### src/rtl/div_pkg.sv
// Shared types and sizing helpers for the sequential restoring divider.
package div_pkg;

    localparam int DEFAULT_WIDTH = 32;

    typedef enum logic [1:0] {
        IDLE = 2'd0,
        DIV  = 2'd1,
        FIX  = 2'd2
    } state_t;

    // Iteration counter width: enough to hold 0..width-1 with a spare bit.
    function automatic int cnt_w(input int width);
        return $clog2(width) + 1;
    endfunction

endpackage

### src/rtl/seq_div_32bit_if.sv
// Request/result bundle between a divider client and the divider.
interface seq_div_32bit_if #(
    parameter int WIDTH = div_pkg::DEFAULT_WIDTH
);
    logic             start;
    logic             is_signed;
    logic [WIDTH-1:0] a;
    logic [WIDTH-1:0] b;
    logic             busy;
    logic             done;
    logic [WIDTH-1:0] quotient;
    logic [WIDTH-1:0] remainder;
    logic             div_by_zero;

    modport master (
        output start, is_signed, a, b,
        input  busy, done, quotient, remainder, div_by_zero
    );

    modport slave (
        input  start, is_signed, a, b,
        output busy, done, quotient, remainder, div_by_zero
    );
endinterface

### src/rtl/div_step.sv
// One combinational radix-2 restoring iteration: shift in a dividend bit, trial-subtract.
module div_step #(
    parameter int WIDTH = div_pkg::DEFAULT_WIDTH
) (
    input  logic [WIDTH-1:0] r,
    input  logic             bit_in,
    input  logic [WIDTH-1:0] divisor,
    output logic [WIDTH-1:0] r_next,
    output logic             q_bit
);
    logic [WIDTH:0] trial;

    // r < divisor on entry, so the difference always fits back into WIDTH bits.
    assign trial  = {r, bit_in};
    assign q_bit  = (trial >= {1'b0, divisor});
    assign r_next = q_bit ? (trial[WIDTH-1:0] - divisor) : trial[WIDTH-1:0];
endmodule

### src/rtl/seq_div_32bit.sv
// Iterative signed/unsigned restoring divider: WIDTH steps, then sign fixup and output load.
module seq_div_32bit
    import div_pkg::*;
#(
    parameter int WIDTH = DEFAULT_WIDTH
) (
    input  logic              clk,
    input  logic              rst,
    seq_div_32bit_if.slave    bus
);
    localparam int CNT_W = cnt_w(WIDTH);

    state_t             state, state_next;
    logic [CNT_W-1:0]   cnt;
    logic [WIDTH-1:0]   dvd, dvs, rem, quo, rem_next, abs_a, abs_b;
    logic [WIDTH-1:0]   quotient_r, remainder_r;
    logic               q_bit, sa, sb, sign_q, sign_r, zero_div;
    logic               accept, last_step, done_r, dbz_r;

    assign sa    = bus.is_signed & bus.a[WIDTH-1];
    assign sb    = bus.is_signed & bus.b[WIDTH-1];
    assign abs_a = sa ? -bus.a : bus.a;
    assign abs_b = sb ? -bus.b : bus.b;

    div_step #(.WIDTH(WIDTH)) u_step (
        .r       (rem),
        .bit_in  (dvd[WIDTH-1]),
        .divisor (dvs),
        .r_next  (rem_next),
        .q_bit   (q_bit)
    );

    always_comb begin
        // NOTE: every combinational output gets a default first so no path can infer a latch.
        state_next = state;
        accept     = 1'b0;
        last_step  = (cnt == CNT_W'(WIDTH - 1));
        unique case (state)
            // A request coinciding with the done pulse is deliberately not taken.
            IDLE: if (bus.start && !done_r) begin
                accept     = 1'b1;
                state_next = (bus.b == '0) ? FIX : DIV;
            end
            DIV:     if (last_step) state_next = FIX;
            FIX:     state_next = IDLE;
            default: state_next = IDLE;
        endcase
    end

    always_ff @(posedge clk) begin
        // NOTE: sequential state uses non-blocking assignments so all registers update together.
        if (rst) state <= IDLE;
        else     state <= state_next;
    end

    always_ff @(posedge clk) begin
        // NOTE: datapath registers carry no reset; acceptance always loads them before use.
        if (accept) begin
            sign_q   <= sa ^ sb;
            sign_r   <= sa;
            zero_div <= (bus.b == '0);
            dvd      <= (bus.b == '0) ? bus.a : abs_a;
            dvs      <= abs_b;
            rem      <= '0;
            quo      <= '0;
            cnt      <= '0;
        end else if (state == DIV) begin
            rem <= rem_next;
            quo <= {quo[WIDTH-2:0], q_bit};
            dvd <= {dvd[WIDTH-2:0], 1'b0};
            cnt <= cnt + CNT_W'(1);
        end
    end

    always_ff @(posedge clk) begin
        if (rst) begin
            done_r      <= 1'b0;
            quotient_r  <= '0;
            remainder_r <= '0;
            dbz_r       <= 1'b0;
        end else begin
            done_r <= 1'b0;
            if (state == FIX) begin
                done_r <= 1'b1;
                dbz_r  <= zero_div;
                if (zero_div) begin
                    quotient_r  <= '1;
                    remainder_r <= dvd;
                end else begin
                    quotient_r  <= sign_q ? -quo : quo;
                    remainder_r <= sign_r ? -rem : rem;
                end
            end
        end
    end

    assign bus.busy        = (state != IDLE);
    assign bus.done        = done_r;
    assign bus.quotient    = quotient_r;
    assign bus.remainder   = remainder_r;
    assign bus.div_by_zero = dbz_r;
endmodule

### src/flat_wrapper.sv
// flat-port wrapper written by rule: the top's interface ports become plain ports
module seq_div_32bit_flat import div_pkg::*;
#(
    parameter int WIDTH = DEFAULT_WIDTH
)
  (clk, rst, bus_start, bus_is_signed, bus_a, bus_b, bus_busy, bus_done, bus_quotient, bus_remainder, bus_div_by_zero);
  seq_div_32bit_if #(.WIDTH(WIDTH)) bus_i ();
  input  logic clk;
  input  logic rst;
  input wire logic [$bits(bus_i.start)-1:0] bus_start;
  input wire logic [$bits(bus_i.is_signed)-1:0] bus_is_signed;
  input wire logic [$bits(bus_i.a)-1:0] bus_a;
  input wire logic [$bits(bus_i.b)-1:0] bus_b;
  output wire logic [$bits(bus_i.busy)-1:0] bus_busy;
  output wire logic [$bits(bus_i.done)-1:0] bus_done;
  output wire logic [$bits(bus_i.quotient)-1:0] bus_quotient;
  output wire logic [$bits(bus_i.remainder)-1:0] bus_remainder;
  output wire logic [$bits(bus_i.div_by_zero)-1:0] bus_div_by_zero;
  assign bus_i.start = bus_start;
  assign bus_i.is_signed = bus_is_signed;
  assign bus_i.a = bus_a;
  assign bus_i.b = bus_b;
  assign bus_busy = bus_i.busy;
  assign bus_done = bus_i.done;
  assign bus_quotient = bus_i.quotient;
  assign bus_remainder = bus_i.remainder;
  assign bus_div_by_zero = bus_i.div_by_zero;
  seq_div_32bit #(.WIDTH(WIDTH)) u_core (.clk(clk), .rst(rst), .bus(bus_i));
endmodule
### config.mk
export PLATFORM = sky130hd
export DESIGN_NAME = seq_div_32bit_flat
export DESIGN_NICKNAME = d
export VERILOG_FILES = /design/src/rtl/div_pkg.sv /design/src/rtl/seq_div_32bit_if.sv /design/src/rtl/div_step.sv /design/src/rtl/seq_div_32bit.sv /design/src/flat_wrapper.sv
export SDC_FILE = /design/constraint.sdc
export NUM_CORES = 1
export LEC_CHECK = 0
export ABC_AREA = 0
export CAP_MARGIN = 20
export CORE_ASPECT_RATIO = 0.6
export CORE_UTILIZATION = 50
export CTS_CLUSTER_DIAMETER = 60
export DETAILED_ROUTE_END_ITERATION = 6
export PLACE_DENSITY_LB_ADDON = 0.3
export SETUP_SLACK_MARGIN = 0.2
export SYNTH_ARGS = -nofsm -noshare
export SYNTH_HDL_FRONTEND = slang
export SYNTH_SLANG_ARGS = --single-unit
### constraint.sdc
create_clock -name clk -period 4.85 [get_ports clk]
set_clock_uncertainty 0.2 [all_clocks]
set_input_delay 1.455 -clock clk [delete_from_list [all_inputs] [get_ports clk]]
set_output_delay 1.455 -clock clk [all_outputs]
set_load 0.02 [all_outputs]
==> run_summary.xml, run 1 <==
<?xml version="1.0" encoding="UTF-8"?>
<metrics>
  <group name="worst_setup_path">
    <metric name="worst_setup_path_start_kind" unit="">primary input</metric>
    <metric name="worst_ep_arrival_time" unit="ns">4.28</metric>
    <metric name="worstSetupPathType" unit="">in -&gt; reg</metric>
    <metric name="r2r_cells" unit="">11</metric>
    <metric name="critical_path.endpoint_type" unit="">register</metric>
    <metric name="worstPathRequired" unit="ns">4.89</metric>
    <metric name="biggest_fanout_along_the_worst_timing_path" unit="">16</metric>
  </group>
  <group name="logic_synthesis">
    <metric name="synthesis.nets" unit="">1440</metric>
    <metric name="synth_area_leader" unit="">dfxtp_1</metric>
    <metric name="ys_dominant_reg_cell" unit="">dfxtp_1</metric>
    <metric name="synth_cells" unit="">1334</metric>
    <metric name="leading_post_synthesis_cells_by_cell_area" unit="">dfxtp_1 24%, edfxtp_1 17%, xor2_1 6.0%</metric>
    <metric name="synth-seq-cells" unit="">205</metric>
    <metric name="synth.lib_cells_used.distinct" unit="">64</metric>
    <metric name="ys_seq_area_share" unit="%">40.90</metric>
    <metric name="post_synthesis_cell_area" unit="sq um">11670</metric>
    <metric name="post-synth-top-area-fraction" unit="%">23.66</metric>
    <metric name="post_synth.cell_area_avg" unit="sq um">8.752</metric>
    <metric name="yosysWarningCount" unit="">0</metric>
    <metric name="postSynth.asyncResetShare" unit="%">0</metric>
    <metric name="synth_enable_flop_cells" unit="">67</metric>
  </group>
  <group name="clocking">
    <metric name="path_clk_slew" unit="ns">0.07</metric>
    <metric name="cts-resized-gates" unit="">0</metric>
    <metric name="worst_skew_pair.late_latency" unit="ns">0.51</metric>
    <metric name="cts_setup_buffers" unit="">0</metric>
    <metric name="clk_root_buffer_cell" unit="">clkbuf_16</metric>
    <metric name="numClockSinks" unit="">205</metric>
    <metric name="h-tree-depth" unit="">1</metric>
    <metric name="maximum_clock_path_buffer_count" unit="">3</metric>
    <metric name="cts_hold_repair.buffers" unit="">0</metric>
    <metric name="cts_tree" unit="">yes</metric>
    <metric name="cts-buffers-inserted" unit="">21</metric>
  </group>
  <group name="hold_path">
    <metric name="worst_hold_path.num_cells" unit="">2</metric>
    <metric name="hold_path_class" unit="">reg -&gt; reg</metric>
  </group>
  <group name="grt">
    <metric name="grt_pass1_wl" unit="um">49720</metric>
    <metric name="globalRouteOverflowTotal" unit="">0</metric>
    <metric name="grt_pass1_vias" unit="">9439</metric>
    <metric name="grtUsageTotal" unit="%">26.19</metric>
    <metric name="grt_start_max_net_pins" unit="">53</metric>
    <metric name="antenna_found_initial" unit="">0</metric>
  </group>
  <group name="power_and_ir_drop">
    <metric name="finalPower" unit="mW">5.824</metric>
    <metric name="power.leakage" unit="nW">5.402</metric>
    <metric name="ir_worst_vdd" unit="uV">277.7</metric>
    <metric name="power_density" unit="nW/um^2">418.2</metric>
  </group>
  <group name="timing">
    <metric name="timing_hold_violations_final" unit="">0</metric>
    <metric name="achievable-frequency" unit="MHz">235.8</metric>
    <metric name="timing.slew.headroom" unit="%">28.13</metric>
    <metric name="setup_viol" unit="">0</metric>
    <metric name="grt_setup_unrepaired" unit="">no</metric>
    <metric name="worstMarginPinSlew" unit="ns">1.076</metric>
    <metric name="final_clock_period_utilization_by_the_worst_path" unit="%">87.44</metric>
    <metric name="final.min_clock_period" unit="ns">4.241</metric>
    <metric name="setup_total_negative_slack" unit="ns">0</metric>
    <metric name="slew_violations" unit="">0</metric>
  </group>
  <group name="floorplan">
    <metric name="area_of_the_die" unit="sq um">23990</metric>
    <metric name="start_util" unit="%">51.91</metric>
    <metric name="width_of_the_chip" unit="um">199.3</metric>
    <metric name="placeableCoreArea" unit="sq um">22490</metric>
    <metric name="ios" unit="">135</metric>
    <metric name="die_h" unit="um">120.4</metric>
    <metric name="placement_rows" unit="">42</metric>
  </group>
  <group name="drt">
    <metric name="detail-route-antenna-nets" unit="">0</metric>
    <metric name="drt-vias-per-instance" unit="">5.833</metric>
    <metric name="routed_wl" unit="um">30950</metric>
    <metric name="drt_iter0_markers" unit="">973</metric>
    <metric name="route.detailed.drc" unit="">0</metric>
    <metric name="route.detailed.wl_per_inst" unit="um">17.61</metric>
    <metric name="vias" unit="">10248</metric>
    <metric name="pre_antenna_drt_iters" unit="">5</metric>
  </group>
  <group name="cells_and_area">
    <metric name="nNetsFinal" unit="">1541</metric>
    <metric name="post_route_cells_drive_above_1_share" unit="%">4.900</metric>
    <metric name="area_delta_synth_final" unit="%">19.28</metric>
    <metric name="diode_insertion_count_for_antenna_repair" unit="">0</metric>
    <metric name="n_fill_cell" unit="">1969</metric>
  </group>
  <group name="place">
    <metric name="place.detailed.hpwl" unit="um">22780</metric>
    <metric name="port_buffers" unit="">134</metric>
    <metric name="gp_congestion" unit="">0.8804</metric>
  </group>
  <group name="flow_run">
    <metric name="cap_viol_max_count" unit="">0</metric>
  </group>
  <group name="run_status">
    <metric name="status" unit="">finished clean</metric>
  </group>
</metrics>
[cell type report]
type	count	area, sq um	area share [%]
clock inverters	3	26.28	0.1887
clock buffers	34	605.6	4.349
repair buffers	156	1514	10.87
inverters	54	202.7	1.456
multi-input cells	997	6417	46.08
well taps	308	385.4	2.767
flip-flops and latches	205	4775	34.29
[cells in the final DEF (no fill, tap or decap), types with 53 or more instances in the layout]
| cell type | count |
|---|---|
| a21oi_1 | 103 |
| clkdlybuf4s50_1 | 133 |
| dfxtp_1 | 138 |
| edfxtp_1 | 67 |
| inv_1 | 53 |
| nand2_1 | 160 |
| nor2_1 | 78 |
| o21ai_0 | 138 |
| xnor2_1 | 71 |
| xor2_1 | 80 |
[cells in the mapped netlist, types with 31 or more instances]
cell type,number
o21ai_0,138
inv_1,53
a22o_1,32
ha_1,37
xnor2_1,71
clkbuf_1,67
nor2_1,78
o31ai_1,31
xor2_1,80
nand2_1,161
a21oi_1,103
dfxtp_1,138
edfxtp_1,67
[power by group]
group          leakage (nW)  total (mW)  switching [mW]  internal (mW)
sequential             1.78        2.23           0.237           2.00
combinational          3.31        2.06            1.19          0.872
clock                 0.310        1.52           0.668          0.856
[path summary, 6_finish.rpt]
path	startpoint	end	slack [ns]
worst max register to register	u_core.rem[1]$_SDFFE_PP0P_	u_core.rem[28]$_SDFFE_PP0P_	1.10
worst min-delay path	u_core.bus.remainder[11]$_SDFFE_PP0P_	u_core.bus.remainder[11]$_SDFFE_PP0P_	0.25
worst min register to register	u_core.bus.remainder[11]$_SDFFE_PP0P_	u_core.bus.remainder[11]$_SDFFE_PP0P_	0.25
worst max-delay path	bus_b[3]	u_core.dvd[26]$_DFFE_PP_	0.61
[per-layer routing]
layer | vias to the layer above | track usage [%] | share of wire, % | routed length, um
li1 | 5044 | - | - | -
met1 | 4863 | 40.87 | 51 | 15650
met2 | 301 | 37.72 | 41 | 12820
met3 | 40 | 3.710 | 6.2 | 1922
met4 | 0 | 5.721 | 1.8 | 552
met5 | - | 0 | 0 | 0
[cells by family (layout without fill, tap and decap cells)]
group	Yosys count	after routing	synth area share, %
compound gates	421	421	22.56
xor+xnor	151	151	11.33
fa+ha+maj	38	38	4.137
buf+inv	132	247	4.383
flops	205	205	40.90
mux	28	28	2.401
simple gates	359	359	14.30
[critical path: stages]
cell	delay, ns
clkdlybuf4s50_1	0.49
nor4_2	0.36
nand4_1	0.26
or4_1	0.57
nor3_2	0.16
nand2_1	0.15
and2_1	0.37
o31ai_1	0.18
xor2_1	0.19
o21ai_0	0.10
[per-stage QoR]
step	cells	setup slack [ns]	hold slack (ns)	utilization (%)	cell area, sq um
2_1_floorplan	1334	0.6284	0.2493	-	11670
5_1_grt	1757	0.3165	0.2803	61.92	13930
3_5_place_dp	1720	0.05003	0.2466	59.11	13290
4_1_cts	1757	0.5399	0.2550	61.92	13930
3_3_place_gp	1720	0.1755	0.2470	59.11	13290
6_report	1757	0.6091	0.2543	61.92	13930
[state kept, by name, summed over array words and instances, names as in the netlist]
name,flops
u_core.bus.quotient,32
u_core.bus.remainder,32
u_core.dvd,32
u_core.dvs,32
u_core.quo,32
u_core.rem,32
u_core.cnt,6
u_core.state,2
u_core.bus.div_by_zero,1
u_core.bus.done,1
u_core.sign_q,1
u_core.sign_r,1
u_core.zero_div,1
Power figures use the tool's default switching activity.
==> run 2: changes to the inputs <==
CTS_CLUSTER_SIZE = 12   (was not set)
GPL_TIMING_DRIVEN = 1   (was not set)
==> run 2 against run 1 <==
Effect of this change:
- the run now ends with DRC left
- die area stayed put
- via count hardly changed
- sequential power hardly changed
- setup slack worse by 0.0022 ns
- first-iteration DRC count is 9.8% higher
- hold slack better by 0.0018 ns
- sequential cell count stayed put
- critical path type unchanged
- largest cell class unchanged
- largest power group unchanged
==> run_summary.xml, run 2 (synthesized netlist as in run 1, its figures left out) <==
<?xml version="1.0" encoding="UTF-8"?>
<metrics>
  <group name="drt">
    <metric name="drt_iter0_markers" unit="">1068</metric>
    <metric name="routed_wl" unit="um">31100</metric>
    <metric name="vias" unit="">10238</metric>
    <metric name="drt-vias-per-instance" unit="">5.837</metric>
    <metric name="route.detailed.wl_per_inst" unit="um">17.73</metric>
    <metric name="detail-route-antenna-nets" unit="">0</metric>
    <metric name="route.detailed.drc" unit="">5</metric>
    <metric name="pre_antenna_drt_iters" unit="">7</metric>
  </group>
  <group name="worst_setup_path">
    <metric name="worstPathBufferInverterCount" unit="">1</metric>
    <metric name="critPathMostFrequentCell" unit="">o21ai_0</metric>
    <metric name="cpPeakStageDelay" unit="ns">0.57</metric>
    <metric name="critical_path_s_top_delay_family" unit="">simple AND/OR/NAND/NOR gates</metric>
    <metric name="worst_ep_arrival_time" unit="ns">4.29</metric>
    <metric name="critPathSlowestCell" unit="">or4_1</metric>
    <metric name="biggest_fanout_along_the_worst_timing_path" unit="">16</metric>
    <metric name="critical_path.endpoint_type" unit="">register</metric>
    <metric name="worst_setup_path_start_kind" unit="">primary input</metric>
    <metric name="worstPathRequired" unit="ns">4.89</metric>
    <metric name="worstSetupPathType" unit="">in -&gt; reg</metric>
    <metric name="worstPathCellList" unit="">clkdlybuf4s50_1 -&gt; nor4_2 -&gt; nand4_1 -&gt; or4_1 -&gt; nor3_2 -&gt; nand2_1 -&gt; and2_1 -&gt; o21ai_0 -&gt; xor2_1 -&gt; o21ai_0</metric>
  </group>
  <group name="timing">
    <metric name="timing.slew.headroom" unit="%">32.33</metric>
    <metric name="final.min_clock_period" unit="ns">4.243</metric>
    <metric name="achievable-frequency" unit="MHz">235.7</metric>
    <metric name="setup_viol" unit="">0</metric>
    <metric name="worstMarginPinSlew" unit="ns">1.015</metric>
    <metric name="fin_worst_hold_slack" unit="ns">0.2561</metric>
    <metric name="grt_setup_unrepaired" unit="">no</metric>
    <metric name="final_clock_period_utilization_by_the_worst_path" unit="%">87.49</metric>
    <metric name="timing_hold_violations_final" unit="">0</metric>
    <metric name="setup_total_negative_slack" unit="ns">0</metric>
    <metric name="slew_violations" unit="">0</metric>
  </group>
  <group name="grt">
    <metric name="grt_pass1_vias" unit="">9519</metric>
    <metric name="grtUsageTotal" unit="%">26.27</metric>
    <metric name="grt_pass1_wl" unit="um">50030</metric>
    <metric name="grt_start_max_net_pins" unit="">53</metric>
    <metric name="antenna_found_initial" unit="">0</metric>
    <metric name="globalRouteOverflowTotal" unit="">0</metric>
  </group>
  <group name="clocking">
    <metric name="cts-resized-gates" unit="">0</metric>
    <metric name="cts_hold_repair.buffers" unit="">0</metric>
    <metric name="cts_tree" unit="">yes</metric>
    <metric name="worst_skew_pair.late_latency" unit="ns">0.51</metric>
    <metric name="maximum_clock_path_buffer_count" unit="">3</metric>
    <metric name="clk_root_buffer_cell" unit="">clkbuf_16</metric>
    <metric name="h-tree-depth" unit="">1</metric>
    <metric name="path_clk_slew" unit="ns">0.06</metric>
    <metric name="cts-buffers-inserted" unit="">21</metric>
    <metric name="cts_setup_buffers" unit="">0</metric>
    <metric name="numClockSinks" unit="">205</metric>
  </group>
  <group name="hold_path">
    <metric name="hold_path_class" unit="">reg -&gt; reg</metric>
  </group>
  <group name="floorplan">
    <metric name="width_of_the_chip" unit="um">199.3</metric>
    <metric name="die_h" unit="um">120.4</metric>
    <metric name="start_util" unit="%">51.91</metric>
    <metric name="placeableCoreArea" unit="sq um">22490</metric>
    <metric name="area_of_the_die" unit="sq um">23990</metric>
    <metric name="placement_rows" unit="">42</metric>
    <metric name="ios" unit="">135</metric>
  </group>
  <group name="cells_and_area">
    <metric name="layout_commonest_cell" unit="">nand2_1</metric>
    <metric name="layout_common_cells" unit="">160 x nand2_1, 138 x o21ai_0, 138 x dfxtp_1, 133 x clkdlybuf4s50_1, 103 x a21oi_1</metric>
    <metric name="finalCoreUtilization" unit="%">61.79</metric>
    <metric name="area_delta_synth_final" unit="%">19.03</metric>
    <metric name="diode_insertion_count_for_antenna_repair" unit="">0</metric>
    <metric name="n_fill_cell" unit="">1973</metric>
    <metric name="finalNonFillerCells" unit="">1754</metric>
    <metric name="nNetsFinal" unit="">1542</metric>
    <metric name="post_route_cells_drive_above_1_share" unit="%">4.633</metric>
  </group>
  <group name="power_and_ir_drop">
    <metric name="power_density" unit="nW/um^2">415.5</metric>
    <metric name="finalPower" unit="mW">5.774</metric>
    <metric name="ir_worst_vdd" unit="uV">302.3</metric>
    <metric name="power.leakage" unit="nW">5.381</metric>
  </group>
  <group name="place">
    <metric name="port_buffers" unit="">134</metric>
    <metric name="place.detailed.hpwl" unit="um">22780</metric>
    <metric name="gp_congestion" unit="">0.8804</metric>
    <metric name="numPlacedInstances" unit="">1720</metric>
  </group>
  <group name="run_status">
    <metric name="violations" unit="">DRC</metric>
    <metric name="status" unit="">finished, violations left</metric>
  </group>
  <group name="flow_run">
    <metric name="cap_viol_max_count" unit="">0</metric>
  </group>
</metrics>
## run 2: cell types whose count changed in the layout (fill, tap and decap cells not counted), sizes merged
cell / previous run / this run
clkbuf: 34 / 31
clkinv: 3 / 0
inv: 54 / 56
buf: 23 / 24
## run 2: per-layer routing
| metal | share of wire [%] | track usage [%] | vias to the layer above |
|---|---|---|---|
| met5 | 0 | 0 | - |
| met1 | 50 | 40.76 | 4848 |
| met2 | 41 | 37.39 | 309 |
| li1 | - | - | 5034 |
| met4 | 2.3 | 6.779 | 0 |
| met3 | 6.9 | 4.045 | 47 |
## run 2: final cells by class
type | count | area [sq um] | share of cell area [%]
Clock buffer | 31 | 563.0 | 4.051
Timing Repair Buffer | 157 | 1534 | 11.04
Tap cell | 308 | 385.4 | 2.773
Clock inverter | 2 | 20.02 | 0.1441
Multi-Input combinational cell | 997 | 6417 | 46.18
Sequential cell | 205 | 4775 | 34.36
Inverter | 54 | 202.7 | 1.459
## run 2: power breakdown
group	leakage (nW)	switching, mW	total, mW	internal (mW)
Combinational	3.32	1.19	2.07	0.873
Clock	0.281	0.668	1.47	0.803
Sequential	1.78	0.238	2.24	2.00
## run 2: stage by stage
stage | area (sq um) | setup WS [ns]
global placement | 13290 | 0.1755
global route | 13900 | 0.3227
floorplan | 11670 | 0.6284
CTS | 13880 | 0.5842
finish | 13900 | 0.6069
detailed placement | 13290 | 0.05003
## run 2: final timing paths
check / slack, ns / cells past startpoint / startpoint / endpoint
setup / recovery: 0.61 / 10 / bus_b[3] / u_core.dvd[30]$_DFFE_PP_
hold / removal: 0.26 / 2 / u_core.bus.remainder[11]$_SDFFE_PP0P_ / u_core.bus.remainder[11]$_SDFFE_PP0P_
setup reg to reg: 1.08 / 11 / u_core.rem[6]$_SDFFE_PP0P_ / u_core.rem[31]$_SDFFE_PP0P_
hold reg to reg: 0.26 / 2 / u_core.bus.remainder[11]$_SDFFE_PP0P_ / u_core.bus.remainder[11]$_SDFFE_PP0P_
## run 2: worst min-delay path: stages (launching register included)
cell     delay (ns)
dfxtp_1        0.31
nand2_1        0.05
a21oi_1        0.05
==> run 3: changes to the inputs <==
GPL_TIMING_DRIVEN = 0   (was 1)
HOLD_SLACK_MARGIN = 0.15   (was not set)
==> run 3 against run 2 <==
Effect of this change:
- the run now ends clean
- utilization grew 1.1 points
- power grew 2.3%
- critical path depth grew 3
- clock power is essentially flat
- sequential power is essentially flat
- die area is the same
- maximum frequency shrank 6.1%
- register-to-register slack lost 0.52 ns
- via count grew 7.4%
- non-clock buffer count grew 62
- wire length grew 13%
==> run_summary.xml, run 3 (synthesized netlist as in run 1, its figures left out) <==
<?xml version="1.0" encoding="UTF-8"?>
<metrics>
  <group name="run_status">
    <metric name="status" unit="">finished clean</metric>
  </group>
  <group name="drt">
    <metric name="vias" unit="">10995</metric>
    <metric name="drt-vias-per-instance" unit="">6.058</metric>
    <metric name="routed_wl" unit="um">35210</metric>
    <metric name="pre_antenna_drt_iters" unit="">7</metric>
    <metric name="drt_iter0_markers" unit="">1204</metric>
    <metric name="route.detailed.wl_per_inst" unit="um">19.40</metric>
    <metric name="detail-route-antenna-nets" unit="">0</metric>
    <metric name="route.detailed.drc" unit="">0</metric>
  </group>
  <group name="floorplan">
    <metric name="die_h" unit="um">120.4</metric>
    <metric name="ios" unit="">135</metric>
    <metric name="placeableCoreArea" unit="sq um">22490</metric>
    <metric name="area_of_the_die" unit="sq um">23990</metric>
    <metric name="width_of_the_chip" unit="um">199.3</metric>
    <metric name="start_util" unit="%">51.91</metric>
    <metric name="placement_rows" unit="">42</metric>
  </group>
  <group name="power_and_ir_drop">
    <metric name="power_density" unit="nW/um^2">417.4</metric>
    <metric name="ir_worst_vdd" unit="uV">204.9</metric>
    <metric name="power.leakage" unit="nW">5.470</metric>
  </group>
  <group name="clocking">
    <metric name="h-tree-depth" unit="">1</metric>
    <metric name="maximum_clock_path_buffer_count" unit="">3</metric>
    <metric name="worst_skew_pair.late_latency" unit="ns">0.51</metric>
    <metric name="cts_hold_repair.buffers" unit="">0</metric>
    <metric name="path_clk_slew" unit="ns">0.06</metric>
    <metric name="cts_tree" unit="">yes</metric>
    <metric name="numClockSinks" unit="">205</metric>
    <metric name="clk_root_buffer_cell" unit="">clkbuf_16</metric>
    <metric name="cts-buffers-inserted" unit="">21</metric>
  </group>
  <group name="worst_setup_path">
    <metric name="biggest_fanout_along_the_worst_timing_path" unit="">10</metric>
    <metric name="worstPathRequired" unit="ns">4.89</metric>
    <metric name="worst_ep_arrival_time" unit="ns">4.56</metric>
    <metric name="cpPeakStageDelay" unit="ns">0.49</metric>
    <metric name="critPathMostFrequentCell" unit="">clkbuf_2</metric>
    <metric name="critical_path.endpoint_type" unit="">register</metric>
    <metric name="worst_setup_path_start_kind" unit="">primary input</metric>
    <metric name="critPathSlowestCell" unit="">or4_1</metric>
    <metric name="worstSetupPathType" unit="">in -&gt; reg</metric>
    <metric name="worstPathCellList" unit="">clkdlybuf4s50_1 -&gt; nor4_4 -&gt; nand4_1 -&gt; or4_1 -&gt; clkbuf_2 -&gt; nor3_4 -&gt; nand2_4 -&gt; and2_1 -&gt; clkbuf_2 -&gt; clkbuf_8 -&gt; o41ai_1 -&gt; xor2_1 -&gt; o21ai_0</metric>
  </group>
  <group name="timing">
    <metric name="worstMarginPinSlew" unit="ns">0.8825</metric>
    <metric name="final.min_clock_period" unit="ns">4.517</metric>
    <metric name="timing.final.ws_setup" unit="ns">0.3334</metric>
    <metric name="final_clock_period_utilization_by_the_worst_path" unit="%">93.12</metric>
    <metric name="setup_viol" unit="">0</metric>
    <metric name="timing_hold_violations_final" unit="">0</metric>
    <metric name="timing.slew.headroom" unit="%">41.06</metric>
    <metric name="grt_setup_unrepaired" unit="">no</metric>
    <metric name="slew_violations" unit="">0</metric>
    <metric name="achievable-frequency" unit="MHz">221.4</metric>
  </group>
  <group name="place">
    <metric name="gp_congestion" unit="">0.9360</metric>
    <metric name="place.detailed.hpwl" unit="um">26980</metric>
    <metric name="detailedPlace.worstSlack" unit="ns">-0.8772</metric>
    <metric name="port_buffers" unit="">134</metric>
    <metric name="numPlacedInstances" unit="">1778</metric>
    <metric name="placed_cell_area" unit="sq um">13460</metric>
  </group>
  <group name="cells_and_area">
    <metric name="post_route_cells_drive_above_1_share" unit="%">4.313</metric>
    <metric name="layout_common_cells" unit="">159 x nand2_1, 138 x o21ai_0, 138 x dfxtp_1, 133 x clkdlybuf4s50_1, 103 x a21oi_1</metric>
    <metric name="finalNonFillerCells" unit="">1815</metric>
    <metric name="area_delta_synth_final" unit="%">21.24</metric>
    <metric name="diode_insertion_count_for_antenna_repair" unit="">0</metric>
    <metric name="final_cell_area" unit="sq um">14150</metric>
    <metric name="layout_commonest_cell" unit="">nand2_1</metric>
    <metric name="nNetsFinal" unit="">1604</metric>
  </group>
  <group name="grt">
    <metric name="grt_start_max_net_pins" unit="">25</metric>
    <metric name="antenna_found_initial" unit="">0</metric>
    <metric name="globalRouteOverflowTotal" unit="">0</metric>
    <metric name="grt_pass1_wl" unit="um">54720</metric>
    <metric name="grt_pass1_vias" unit="">10100</metric>
    <metric name="grtUsageTotal" unit="%">29.48</metric>
  </group>
  <group name="hold_path">
    <metric name="hold_path_class" unit="">reg -&gt; reg</metric>
  </group>
  <group name="flow_run">
    <metric name="cap_viol_max_count" unit="">0</metric>
  </group>
</metrics>
==> run 3: what timing repair did <==
item | CTS | global route
gates resized for setup | 7 | 12
endpoints found under the setup margin | 26 | 22
pin swaps | 4 | 3
buffers inserted | 3 | 2
==> run 3: metrics by stage <==
| step | TNS [ns] | power, mW | hold WS, ns | util (%) |
|---|---|---|---|---|
| 2_1_floorplan | 0 | 3.734 | 0.2493 | - |
| 3_3_place_gp | -29.97 | 4.322 | 0.2501 | 59.59 |
| 3_5_place_dp | -19.09 | 4.378 | 0.2500 | 59.84 |
| 4_1_cts | 0 | 5.857 | 0.2586 | 62.67 |
| 5_1_grt | 0 | 6.218 | 0.2759 | 62.93 |
| 6_report | 0 | 5.908 | 0.2556 | 62.93 |
==> run 3: final timing paths <==
check / start / endpoint / slack, ns / cells after the start
max: bus_b[5] / u_core.dvd[12]$_DFFE_PP_ / 0.33 / 13
min: u_core.bus.div_by_zero$_SDFFE_PP0P_ / u_core.bus.div_by_zero$_SDFFE_PP0P_ / 0.26 / 2
max reg2reg: u_core.rem[1]$_SDFFE_PP0P_ / u_core.rem[2]$_SDFFE_PP0P_ / 0.56 / 11
min reg2reg: u_core.bus.div_by_zero$_SDFFE_PP0P_ / u_core.bus.div_by_zero$_SDFFE_PP0P_ / 0.26 / 2
==> run 3: worst max-delay path, delay by kind of cell <==
| kind | cells | cell delay, ns |
|---|---|---|
| and+or+nand+nor | 6 | 1.51 |
| buffers and inverters | 4 | 1.09 |
| xor gates and xnor gates | 1 | 0.29 |
| AOI/OAI and AO/OA | 2 | 0.20 |
==> run 3: layer usage <==
metal | routed length, um | global-route usage [%] | vias to the layer above | part of all wire [%]
met4 | 480 | 5.433 | 0 | 1.4
met1 | 16730 | 46.37 | 5251 | 48
met2 | 14390 | 41.46 | 548 | 41
li1 | - | - | 5155 | -
met5 | 0 | 0 | - | 0
met3 | 3598 | 5.439 | 41 | 10
==> run 3: final cells by class <==
type                    count  area [sq um]
fillers                  1967          8337
well taps                 308         385.4
flip-flops and latches    205          4775
clock inverters             1         8.758
repair buffers            141          1436
multi-input cells         997          6440
clock buffers              31         583.1
plain buffers              78         324.1
inverters                  54         202.7
==> run 3: where the power goes <==
part           leakage [nW]  total, mW  internal, mW  switching (mW)
clock                 0.287       1.49         0.826           0.668
combinational          3.40       2.18         0.883            1.29
sequential             1.78       2.24          2.00           0.239
total                  5.47       5.91          3.71            2.20
